**src/rtl/chip8_pkg.sv**
```systemverilog
// Shared constants and state encoding for the CHIP-8 sprite draw sequencer.
package chip8_pkg;

  localparam int SCREEN_W        = 64;
  localparam int SCREEN_H        = 32;
  localparam int ADDR_W          = 12;
  localparam int SPRITE_ROWS_MAX = 15;

  typedef enum logic [2:0] {
    ST_IDLE,
    ST_ADDR,
    ST_WAIT,
    ST_DRAW,
    ST_DONE
  } draw_state_t;

endpackage

```
**src/rtl/chip8_draw_seq.sv**
```systemverilog
// DXYN sprite draw sequencer: fetches N sprite bytes from memory and strobes
// them row by row into the display XOR datapath, OR-ing collisions into VF.
module chip8_draw_seq #(
  parameter int SCREEN_W = 64,
  parameter int SCREEN_H = 32
) (
  input  logic        clk,
  input  logic        reset,
  input  logic        start,
  input  logic [7:0]  vx,
  input  logic [7:0]  vy,
  input  logic [11:0] i_addr,
  input  logic [3:0]  n,
  output logic        busy,
  output logic        done,
  output logic        vf,
  output logic        mem_req,
  output logic [11:0] mem_addr,
  input  logic        mem_gnt,
  input  logic [7:0]  mem_rdata,
  output logic        draw,
  output logic [5:0]  x,
  output logic [4:0]  y,
  output logic [3:0]  row_index,
  output logic [7:0]  sprite_data,
  input  logic        collision
);
  import chip8_pkg::*;

  draw_state_t       state_q, state_d;
  logic [5:0]        x_q;
  logic [4:0]        y_q;
  logic [ADDR_W-1:0] base_q;
  logic [3:0]        n_q;
  logic [3:0]        row_q;
  logic [7:0]        sprite_q;
  logic              vf_q;
  logic              last_row;

  // Rows are counted 0..n-1; only meaningful in DRAW where n >= 1.
  assign last_row = (row_q == (n_q - 4'd1));

  // State register.
  always_ff @(posedge clk) begin
    if (reset) state_q <= ST_IDLE;
    else       state_q <= state_d;
  end

  // Next-state decode; start is only looked at in IDLE.
  always_comb begin
    state_d = state_q;
    case (state_q)
      ST_IDLE: if (start) state_d = (n == 4'd0) ? ST_DONE : ST_ADDR;
      ST_ADDR: if (mem_gnt) state_d = ST_WAIT;
      ST_WAIT: state_d = ST_DRAW;
      ST_DRAW: state_d = last_row ? ST_DONE : ST_ADDR;
      ST_DONE: state_d = ST_IDLE;
      default: state_d = ST_IDLE;
    endcase
  end

  // Datapath: latch operands on start, capture sprite byte, step rows, fold collisions.
  always_ff @(posedge clk) begin
    if (reset) begin
      x_q      <= '0;
      y_q      <= '0;
      base_q   <= '0;
      n_q      <= '0;
      row_q    <= '0;
      sprite_q <= '0;
      vf_q     <= 1'b0;
    end else begin
      case (state_q)
        ST_IDLE: if (start) begin
          // Only the origin is reduced here; per-pixel wrap/clip is the display's job.
          x_q    <= 6'(vx % 8'(SCREEN_W));
          y_q    <= 5'(vy % 8'(SCREEN_H));
          base_q <= i_addr;
          n_q    <= n;
          row_q  <= '0;
          vf_q   <= 1'b0;
        end
        ST_WAIT: sprite_q <= mem_rdata;
        ST_DRAW: begin
          vf_q <= vf_q | collision;
          if (!last_row) row_q <= row_q + 4'd1;
        end
        default: ;
      endcase
    end
  end

  // All outputs come from registered state; the address adder wraps at 4 KiB.
  assign busy        = (state_q != ST_IDLE);
  assign done        = (state_q == ST_DONE);
  assign mem_req     = (state_q == ST_ADDR);
  assign draw        = (state_q == ST_DRAW);
  assign mem_addr    = base_q + {8'd0, row_q};
  assign vf          = vf_q;
  assign x           = x_q;
  assign y           = y_q;
  assign row_index   = row_q;
  assign sprite_data = sprite_q;

endmodule

```
**config.mk**
```make
export PLATFORM = sky130hd
export DESIGN_NAME = chip8_draw_seq
export DESIGN_NICKNAME = d
export VERILOG_FILES = /design/src/rtl/chip8_pkg.sv /design/src/rtl/chip8_draw_seq.sv
export SDC_FILE = /design/constraint.sdc
export NUM_CORES = 1
export LEC_CHECK = 0
export BUFFER_PORTS_ARGS = -buffer_cell sky130_fd_sc_hd__buf_2
export CAP_MARGIN = 20
export CORE_MARGIN = 2
export CORE_UTILIZATION = 43
export DETAILED_ROUTE_END_ITERATION = 7
export PLACE_DENSITY = 0.76
export SETUP_SLACK_MARGIN = 0.2
export SYNTH_ARGS = -nofsm -noshare
export SYNTH_HDL_FRONTEND = slang
export SYNTH_SLANG_ARGS = --single-unit
export TNS_END_PERCENT = 50
```
**constraint.sdc**
```tcl
create_clock -name clk -period 1.9 [get_ports clk]
set_input_delay 0.38 -clock clk [delete_from_list [all_inputs] [get_ports clk]]
set_output_delay 0.38 -clock clk [all_outputs]
set_load 0.1 [all_outputs]
```
# Yosys cells after proc, flatten, opt, wreduce, memory -nomap -nowiden
# Index checks and enable logic that the tools add are counted.
[word_totals]
in_bits = 45
elab_cells = 38
out_inout_bits = 40
reg_bits = 43
[op_classes]
add_sub_neg = 3
muxes = 10
n_eq_ne = 8
reduce_logical = 8
n_bitwise = 1
[op_table]
columns = ["cell", "count"]
rows = [
  ["12-bit by 4-bit adder with 12-bit output", 1],
  ["3-bit 2-to-1 mux", 4],
  ["3-bit case mux with 4 select lines", 1],
  ["4-bit 2-to-1 mux", 2],
  ["4-bit case mux with 2 select lines", 1],
  ["3-bit by 2-bit == test with 1-bit output (second input constant)", 2],
  ["2-bit AND reduction", 3],
  ["4-bit by 1-bit adder with 4-bit output (second input constant)", 1],
  ["4-bit == test", 1],
  ["4-bit logical NOT", 1],
  ["2-bit inequality test (second input constant)", 2],
  ["4-bit by 1-bit subtractor with 4-bit output (second input constant)", 1],
  ["3-bit by 1-bit == test with 1-bit output (second input constant)", 1],
  ["3-bit == test (second input constant)", 1],
  ["3-bit logical NOT", 1],
  ["3-bit AND reduction", 1],
  ["3-bit nonzero test", 1],
  ["2-bit by 1-bit inequality test with 1-bit output (second input constant)", 1],
  ["1-bit case mux with 2 select lines", 1],
  ["2-bit nonzero test", 1],
  ["1-bit 2-to-1 mux", 1],
  ["1-bit OR", 1],
]

# Logic depth before layout (Yosys ltp)
[logic_depth]
depth_word = 4
depth_mapped = 8
depth_no_buf = 8

# Least setup slack after synthesis
# No wires, ideal clock.
[synth_timing]
kind = "register to output"
start = "register row_q[0], in the netlist row_index[0]"
end = "output mem_addr[4]"
arrival_time_ns = 3.609
stages_incl_launch_ff = 8
n_path_buf = 0
slack_ns = -2.089
required_ns = 1.520
path_cell_list = "dfxtp_1 ha_1 inv_1 fa_1 inv_1 a21o_1 a21oi_1 xnor2_1"
[synth_between]
elab_chain_len = 1
[synth_rtl]
columns = ["element", "line", "rtl"]
rows = [
  ["start: declaration", "chip8_draw_seq.sv:35", "logic [3:0] row_q;"],
  ["start signal: assignment", "chip8_draw_seq.sv:86", "if (!last_row) row_q <= row_q + 4'd1;"],
  ["12-bit by 4-bit adder with 12-bit output", "chip8_draw_seq.sv:98", "assign mem_addr = base_q + {8'd0, row_q};"],
  ["end: declaration", "chip8_draw_seq.sv:18", "output logic [11:0] mem_addr,"],
]
# Every way passes these cells.

# Final worst setup path
# Ends and elaborated chain as after synthesis.

==> impl_metrics.toml <==
[timing]
rsz0062_at_grt = "yes"
tightest_slew_ns = 0.509
period_needed_ns = 2.44
final_max_slew_viol_count = 0
slew_headroom_pct = 66.3
setup_slack_ns = -0.536
finalHoldViolCount = 0
period_share_pct = 128
setup_viol = 11
fin_skew_ns = 0.0101
tns_ns = -4.35
fmax_ghz = 0.410

[pwr]
p_per_area_nw_per_um2 = 813
peakVddDrop_mv = 0.643
leakage_nw = 1.52

[floorplanning]
die_w_um = 72.2
placementRows = 24
core_um2 = 4410
dieArea_um2 = 5210
initial_utilization_pct = 45.3
die_y_um = 72.2
top_level_ports = 85

[logic_synthesis]
netlist_area_um2 = 2000
synth.area.top_cells = "dfxtp_1 43%, nand2_1 14%, a21oi_1 10%"
yosysSeqAreaShare_pct = 43.0
ys.flop_type = "dfxtp_1"
async_reset_ff_share_pct = 0
netlist_instances = 252
synth_largest_area_cell = "dfxtp_1"
ys_warn_count = 0
ys_ff_latch = 43
syn_nets = 304
postSynthAreaPerCell_um2 = 7.94
netlist.area_leader.share_pct = 43.0
synth_edf_count = 0
yosysUniqueCellTypes = 37

[setup_path]
path_delay_family = "compound AO/OA/AOI/OAI gates"
critPathSlowestCell = "dfxtp_4"
critPathArrivalTime_ns = 2.06
r2r_slack_ns = 0.13
critPathLaunchType = "flop"
worstReg2RegStart = "n_q[0]"
critPathMaxStageDelay_ns = 0.35
worstPathCellList = "ha_4 -> inv_2 -> fa_2 -> inv_2 -> a21o_1 -> a21oi_4 -> buf_12 -> xnor2_4 -> buf_12"
worst-setup-path-type = "reg2out"
cp.required_ns = 1.52
startpoint = "row_index[0]"
critPathBufInv = 4
cp-end-kind = "output pin"
critical_path.max_fanout = 4

[grt]
antenna_found_initial = 0
grt_remaining_overflow = 0
grt_pass1_wl_um = 8650
grt_max_degree = 36
grtUsageTotal_pct = 21.1
grt_pass1_vias = 2035

[cells_and_area]
final_area_um2 = 3330
insertedDiodeCount = 0
num-nets-final = 403
drive_above_1_share_pct = 46.9
area_delta_synth_final_pct = 66.3

[min_path]
hold_class = "in2reg"
min-delay-start = "mem_rdata[2]"

[clock_network]
cts_made_buffers = 5
cts_htree_levels = 2
cts_tree = "built"
cts.clk_slew.worst_paths_ns = 0.09
clock_path_buffers = 2
clk_latency_ns = 0.30
hold_buffers = 0
clock-sinks = 43
cts_root_buf = "clkbuf_8"

[routing]
maxUsedRoutingLayer = "met4"
vias_per_cell = 5.01
detail_route.wl_per_cell_um = 13.2
first_pass_iters = 4
wl_met1_um = 2190
vias = 2024
drtIter0Drc = 89
drc = 0
met2_wirelength_um = 2830
met3WireLength_um = 276
ant_nets = 0
totalWireLength_um = 5330

[placed_design]
port_buffers = 79
dp_hpwl_um = 3720
place_area_um2 = 3080
place_congestion = 0.773
pre_cts_slack_ns = -0.338

[outcome]
violations = "setup timing"
status = "finished with violations"

[flow_run]
max_cap_viol_count = 0
[stage by stage]
stage               instances  hold WS [ns]  util [%]  total power, mW
global placement          394         0.438      69.8             1.98
detailed placement        394         0.443      69.8             2.00
global route              404         0.309      75.4             2.84
CTS                       403         0.300      73.8             2.71
finish                    404         0.308      75.4             2.71
floorplan                 252         0.440         -             1.74
[area by class of cell]
class / count / area, µm²
clock buffer: 7 / 108
sequential: 43 / 890
timing repair buffer: 106 / 830
tap: 52 / 65.1
clock inverter: 1 / 5.00
fill: 305 / 1090
multi-input combinational: 186 / 1390
inverter: 9 / 36.3
[synthesized netlist by cell type (2+ instances only)]
library cell / n
nand2_1: 77
dfxtp_1: 43
a21oi_1: 40
inv_1: 9
clkbuf_1: 8
nor2_1: 8
xor2_1: 8
ha_1: 6
nor3_1: 6
xnor2_1: 6
nand2b_1: 5
nor3b_1: 4
a21o_1: 3
buf_2: 3
nor4_1: 2
o21a_1: 2
o31ai_1: 2
[final timing paths]
check,endpoint,depth (start not counted)
worst max-delay path,mem_addr[4],9
worst min-delay path,sprite_data[2],3
worst max register to register,row_index[1],7
worst min register to register,y[4],2
[cell families (layout without fill, tap and decap cells)]
| logic type | Yosys count | after routing | synth area share [%] |
|---|---|---|---|
| buf+inv | 23 | 123 | 5.07 |
| compound gates | 51 | 51 | 14.6 |
| simple gates | 112 | 112 | 24.8 |
| fa+ha+maj | 7 | 7 | 4.75 |
| xor+xnor | 15 | 15 | 7.25 |
| mux | 1 | 1 | 0.500 |
| flops | 43 | 43 | 43.0 |
[worst reg2reg max path, cell delays in order (launching register included)]
cell and delay (ns):
dfxtp_4 0.38, inv_4 0.04, ha_4 0.14, xnor3_1 0.38
nand3_2 0.12, o21ai_4 0.30, mux2i_1 0.23, nor2_1 0.07
[power by group]
group | leakage [nW] | internal, mW | switching, mW
clock | 0.0594 | 0.373 | 0.316
sequential | 0.358 | 0.960 | 0.0525
combinational | 1.11 | 0.318 | 0.688
total | 1.52 | 1.65 | 1.06
[per-layer routing]
layer / vias up / GRT usage, %
met4: 0 / 6.92
li1: 1021 / -
met5: - / 0
met1: 941 / 26.2
met2: 58 / 35.6
met3: 4 / 5.83
[state kept, by name, summed over array words and instances (netlist names)]
name         cells
base_q          12
x                6
n_q              4
row_index        4
y                5
state_q          3
sprite_data      8
vf               1
[cells in the final DEF, fill, tap and decap left out, drive strengths merged]
cell type  count
nor3b          4
nor3           7
mux2i          1
nor4           2
nand2b         5
fa             1
clkinv         1
nand4          1
and3           1
ha             6
a21o           4
inv            9
o211ai         1
buf          106
dfxtp         43
and2           1
nand4b         1
xnor2          6
nand2         77
xor2           8
o21bai         1
xnor3          1
a21oi         40
o21a           2
nand3          2
o21ai          1
o31ai          2
clkbuf         7
nor2           9
or3            2
[what timing repair did]
action                                  CTS  global route
endpoints found under the setup margin   18            16
resized for setup                        17            17
gates cloned                              0             0
setup buffers                             1             1
pin swaps                                 9             9
Power figures use the tool's default switching activity.
